**src/rtl/fft32_bitrev_reorder.sv**
```systemverilog
// Output reorder buffer for the 32-point SDF FFT. It captures bit-reversed frames into a
// ping-pong memory and replays each one in natural order with its bin index.
module fft32_bitrev_reorder #(
  parameter int unsigned N     = 32,
  parameter int unsigned LOG2N = 5,
  parameter int unsigned WIDTH = 16
) (
  input  logic             clk,
  input  logic             rst,
  input  logic             valid_i,
  input  logic [WIDTH-1:0] data_in_r,
  input  logic [WIDTH-1:0] data_in_i,
  output logic             valid_o,
  output logic [WIDTH-1:0] data_out_r,
  output logic [WIDTH-1:0] data_out_i,
  output logic [LOG2N-1:0] index_o,
  output logic             frame_start_o
);

  function automatic logic [LOG2N-1:0] bitrev(input logic [LOG2N-1:0] a);
    logic [LOG2N-1:0] r;
    for (int b = 0; b < int'(LOG2N); b++) begin
      r[b] = a[int'(LOG2N) - 1 - b];
    end
    return r;
  endfunction

  logic [2*WIDTH-1:0] mem [2][N];

  logic [LOG2N-1:0] wr_cnt;
  logic             wr_bank;
  logic [LOG2N-1:0] rd_cnt;
  logic             rd_bank;
  logic             rd_active;
  logic             wr_last;
  logic             rd_last;

  assign wr_last = valid_i && (wr_cnt == LOG2N'(N - 1));
  assign rd_last = rd_cnt == LOG2N'(N - 1);

  // Storage is deliberately not reset; a write during reset is harmless but suppressed anyway.
  always_ff @(posedge clk) begin
    if (valid_i && !rst) begin
      mem[wr_bank][bitrev(wr_cnt)] <= {data_in_r, data_in_i};
    end
  end

  always_ff @(posedge clk) begin
    if (rst) begin
      wr_cnt        <= '0;
      wr_bank       <= 1'b0;
      rd_cnt        <= '0;
      rd_bank       <= 1'b0;
      rd_active     <= 1'b0;
      valid_o       <= 1'b0;
      frame_start_o <= 1'b0;
      data_out_r    <= '0;
      data_out_i    <= '0;
      index_o       <= '0;
    end else begin
      if (valid_i) begin
        wr_cnt <= wr_cnt + 1'b1;
        if (wr_last) begin
          wr_bank <= ~wr_bank;
        end
      end

      if (rd_active) begin
        {data_out_r, data_out_i} <= mem[rd_bank][rd_cnt];
        index_o                  <= rd_cnt;
        valid_o                  <= 1'b1;
        frame_start_o            <= (rd_cnt == '0);
        rd_cnt                   <= rd_cnt + 1'b1;
        if (rd_last) begin
          rd_active <= 1'b0;
        end
      end else begin
        valid_o       <= 1'b0;
        frame_start_o <= 1'b0;
      end

      // A completing frame overrides the read-side update, so back-to-back frames have no bubble.
      if (wr_last) begin
        rd_bank   <= wr_bank;
        rd_cnt    <= '0;
        rd_active <= 1'b1;
      end
    end
  end

endmodule

```
**config.mk**
```make
export PLATFORM = sky130hd
export DESIGN_NAME = fft32_bitrev_reorder
export DESIGN_NICKNAME = d
export VERILOG_FILES = /design/src/rtl/fft32_bitrev_reorder.sv
export SDC_FILE = /design/constraint.sdc
export NUM_CORES = 2
export LEC_CHECK = 0
export BUFFER_PORTS_ARGS = -buffer_cell sky130_fd_sc_hd__buf_2
export CAP_MARGIN = 20
export CELL_PAD_IN_SITES_DETAIL_PLACEMENT = 1
export CELL_PAD_IN_SITES_GLOBAL_PLACEMENT = 2
export CORE_ASPECT_RATIO = 2
export CORE_MARGIN = 1.5
export CORE_UTILIZATION = 40
export CTS_CLUSTER_DIAMETER = 50
export DETAILED_ROUTE_END_ITERATION = 10
export GPL_ROUTABILITY_DRIVEN = 0
export GPL_TIMING_DRIVEN = 0
export HOLD_SLACK_MARGIN = 0.06
export PLACE_DENSITY_LB_ADDON = 0.1
export SLEW_MARGIN = 15
export SYNTH_ARGS = -nofsm -noshare
export SYNTH_HDL_FRONTEND = slang
export SYNTH_SLANG_ARGS = --single-unit
```
**constraint.sdc**
```tcl
create_clock -name clk -period 4.1 [get_ports clk]
set_clock_uncertainty 0.05 [all_clocks]
set_input_delay 0.41 -clock clk [delete_from_list [all_inputs] [get_ports clk]]
set_output_delay 0.41 -clock clk [all_outputs]
set_load 0.05 [all_outputs]
```
* After elaboration in Yosys (flattened, before gate mapping) *
Memories as Yosys holds them, arrays and structs flattened. A register that Yosys moved wholly into a read port is not among the register bits.
Index checks and enable logic that the tools add are counted.
Widths: inputs -> output; s select.

word-level totals
  logic and storage cells = 43
  output and inout port bits = 39
  memories kept = 1
  latch bits = 0
  bits of input ports = 35
  register bits = 52
  RAM bits = 2048
  ROM bits = 0

operators by class
  mux-type cells = 13
  equality and inequality tests = 2
  bitwise gates (word level) = 4
  reductions and logical operators = 8
  add/sub/neg operators = 2
  multiply operators = 0
  shift operators = 0
  div/mod/pow operators = 0
  order comparisons = 3

memories
  name  words  bits a word  rd ports  clocked after Yosys merged registers in  wr ports  line  source
  mem   2      1024         1         1                                        1         28    logic [2*WIDTH-1:0] mem [2][N];

operators with widths
  kind                 number
  $mux 1024            1
  $bmux 32 s5          1
  $demux 32 s5         1
  $mux 32              3
  $ge 6x6->1 const B   2
  $not 5->6            2
  $add 5x1->5 const B  2
  $eq 5x5->1 const B   2
  $mux 1               7
  $lt 6x1->1 const B   1
  $logic_not 5->1      1
  $reduce_or 2->1      2
  $logic_and 1x1->1    3
  $not 1->1            2
  $reduce_and 2->1     1
  $logic_not 1->1      1

* Depth between registers and ports, before layout *
  word-level depth = 6
  mapped depth = 10
  depth with buffers taken out = 6

* Worst setup path after synthesis *
OpenSTA, ideal clock, no wires.

  path type = input port to flip-flop
  start = input valid_i
  end = memory mem[1][320] in the netlist's numbering, enable pin
  arrival time = 2734 ps
  stages on the path = 4
  path slack = 895 ps
  library setup time = 421 ps
  cells stage by stage = clkbuf_1 > nor3b_1 > nand3_1 > nor2_1

between the ends
  word-level cells in the longest chain between the ends = 3

ends and longest elaborated chain
  what                             line  source
  from (decl)                      10    input logic valid_i,
  $logic_and 1x1->1                43    if (valid_i && !rst) begin
  $mux 1                           43
  $mux 1024 (implied by the code)  44    mem[wr_bank][bitrev(wr_cnt)] <= {data_in_r, data_in_i};
  to (decl)                        28

No other way between the ends.

* Worst setup path in the final report *
  start = register rd_cnt[1]
  end = register data_out_i[8]

between the ends
  word-level cells in the longest chain between the ends = 4

ends and longest elaborated chain
  what                                        line  source
  from (decl)                                 32    logic [LOG2N-1:0] rd_cnt;
  from (signal assigned)                      73    rd_cnt <= rd_cnt + 1'b1;
  $not 5->6 (implied by the code)             69    {data_out_r, data_out_i} <= mem[rd_bank][rd_cnt];
  $bmux 32 s5                                 69
  $mux 32 (implied by the code) (2 in a row)  69
  to (signal assigned)                        69
  to (decl)                                   15    output logic [WIDTH-1:0] data_out_i,

No other way between the ends. The select of a mux whose other input is x is not followed.
A chain may end at the register's enable or synchronous reset.

==> impl_metrics.json <==
{
  "status": "finished with violations",
  "violations": "negative setup slack",
  "h-tree-depth": 4,
  "power_mw": 42.85,
  "die_w_um": 319.2,
  "worstPathRequired_ns": 4.73,
  "finalSetupViolCount": 1,
  "clock_latency_ns": 0.86,
  "post-cts-setup-buffers": 0,
  "cts-root-buf": "clkbuf_16",
  "synth_top_area_share_pct": 76.90,
  "synth_cell_types": 48,
  "synth_area_um2": 79970,
  "routed_wl_um": 269500,
  "vias": 39410,
  "worstSetupEndpointType": "flop",
  "drt_iter0_drc": 3462,
  "cts_tree": "yes",
  "io_buffers": 72,
  "leakagePower_nw": 28.34,
  "track_usage_pct": 26.78,
  "period_share_pct": 102.6,
  "holdCritPathClass": "in2reg",
  "finalCriticalPeriod_ns": 4.208,
  "critPathArrivalTime_ns": 4.84,
  "yosysTopAreaCell": "edfxtp_1",
  "clockBufferDepth": 4,
  "drive_above_1_share_pct": 28.19,
  "powerDensity_nw_per_um2": 456.9,
  "cp_max_fo": 10,
  "grt.overflow.total": 0,
  "rsz0062_at_grt": "no",
  "nFillCells": 17780,
  "cts.sinks": 2101,
  "synth_warnings": 0,
  "synth_edf_count": 2048,
  "syn_nets": 3651,
  "grt_pass1_wl_um": 365600,
  "grt_max_degree": 65,
  "drt_pass1_iterations": 5,
  "clk_pin_slew_ns": 0.07,
  "synthTopCellsByArea": "edfxtp_1 77%, mux4_2 14%, mux2i_1 1.6%",
  "areaGrowthSynthToFinish_pct": 17.26,
  "pre_cts_ws_ns": -0.3200,
  "post-route-util_pct": 47.09,
  "design.core.area_um2": 199100,
  "drc": 0,
  "cts_buffers": 195,
  "rows": 232,
  "slew_viol_final": 0,
  "ir_worst_vdd_mv": 0.3783,
  "die_area_um2": 202800,
  "initial_core_util_pct": 40.16,
  "synth_flop_cell": "edfxtp_1",
  "grt_pass1_vias": 42500,
  "synthMostInstantiatedCell": "edfxtp_1",
  "dp.cells": 6391,
  "critPathKind": "reg2reg",
  "vias_per_cell": 5.831,
  "max_cap_viol_count": 0,
  "antenna_found_initial": 8,
  "ys_seq_area_share_pct": 78.23,
  "ys_seq_elements": 2101,
  "routedWlPerCell_um": 39.88,
  "num_io_pins": 74,
  "tns_ns": -0.1083,
  "async_flop_share_pct": 0,
  "start_kind": "flop",
  "worst_slack_ns": -0.1083,
  "hold_viol": 0,
  "max_slew.worst_pin.slew_ns": 1.208,
  "die_y_um": 635.3,
  "timing.slew.headroom_pct": 19.45,
  "clock.fmax_ghz": 0.2376,
  "ant_nets": 0,
  "synthCells": 3607,
  "dp_hpwl_um": 192500,
  "syn-mean-instance-area_um2": 22.17,
  "synth_commonest_cells": "2048 x edfxtp_1, 496 x mux4_2, 149 x nor2_1, 133 x nand2_1, 124 x mux2i_1",
  "nets": 4072,
  "stdcell_count": 6758
}
==> layer usage <==
| layer | GRT usage (%) | share of wire (%) |
|---|---|---|
| met2 | 52.31 | 57 |
| met5 | 0 | 0 |
| met4 | 13.19 | 5.7 |
| met3 | 2.598 | 3.2 |
| met1 | 28.17 | 34 |
==> sequential cells by signal, indices dropped and copies added (netlist names), named ones only <==
signal and cells:
data_out_r 16, index_o 5, rd_cnt 5, rd_active 1, mem 2048, data_out_i 16
wr_bank 1, wr_cnt 5, rd_bank 1, frame_start_o 1, valid_o 1
==> cell type report <==
cell class              instances  area, um^2  share of cell area, %
multi-input cells            1302       16800                  17.92
plain buffers                 199        1141                  1.217
well taps                    2574        3221                  3.434
clock buffers                 244        5331                  5.685
inverters                       5       18.77                0.02001
clock inverters               107        1042                  1.111
diodes                          2       5.005               0.005337
repair buffers                224        3655                  3.897
flip-flops and latches       2101       62560                  66.71
==> cells in the final DEF, fill, tap and decap left out, types with 38 or more instances in the layout <==
| cell type | synthesis | layout |
|---|---|---|
| edfxtp_1 | 2048 | 2048 |
| mux4_2 | 496 | 496 |
| clkbuf_16 | 0 | 201 |
| nand2_1 | 133 | 133 |
| mux2i_1 | 124 | 122 |
| clkbuf_1 | 75 | 99 |
| buf_2 | 37 | 87 |
| nor2_1 | 149 | 84 |
| a22oi_1 | 84 | 84 |
| buf_12 | 0 | 72 |
| nor2_4 | 0 | 64 |
| buf_4 | 32 | 61 |
| buf_16 | 0 | 57 |
| dfxtp_1 | 53 | 53 |
| clkinv_2 | 0 | 40 |
| a21oi_1 | 45 | 38 |
==> worst paths after layout <==
path | depth (start not counted) | endpoint | slack, ns | start
worst min register to register | 2 | flop | 0.43 | rd_bank
worst min-delay path | 1 | mem[0][413] | 0.08 | data_in_r[13]
worst max register to register | 9 | data_out_i[8] | -0.11 | rd_cnt[1]
worst max-delay path | 9 | data_out_i[8] | -0.11 | rd_cnt[1]
==> critical path, stage by stage, from the launching register on <==
cell and delay (ns):
dfxtp_1 0.39, buf_4 0.31, buf_4 0.35, clkbuf_1 0.74
buf_2 0.50, mux4_2 0.39, nand2_1 0.12, nand3b_1 0.10
a21oi_1 0.92, nor3_1 0.11
==> through the flow <==
stage	instance area, um^2	hold slack [ns]
global route	93780	0.1000
detailed placement	87170	0.4174
global placement	83550	0.3968
CTS	93680	0.06961
finish	93780	0.07531
floorplan	79970	0.3859
==> power breakdown <==
group / switching, mW / internal, mW
sequential: 0.0124 / 23.6
clock: 8.14 / 10.5
combinational: 0.530 / 0.127
==> kinds of logic (layout without fill, tap and decap cells) <==
family	count (synthesis)	count (layout)	share of synthesized area, %
AND/OR/NAND/NOR	365	365	1.957
other	0	2	0
adder cells (fa/ha/maj)	9	9	0.1408
multiplexers	620	620	15.52
XOR/XNOR	7	7	0.07666
buffers and inverters	204	779	1.428
flip-flops	2101	2101	78.23
AO/OA/AOI/OAI	301	301	2.649
==> repair_timing <==
item	in CTS	in global routing
hold endpoints to repair	183	1
resized for setup	8	2
hold buffers	11	1
endpoints found under the setup margin	8	2
No activity file was read; power rests on OpenSTA's default activity.
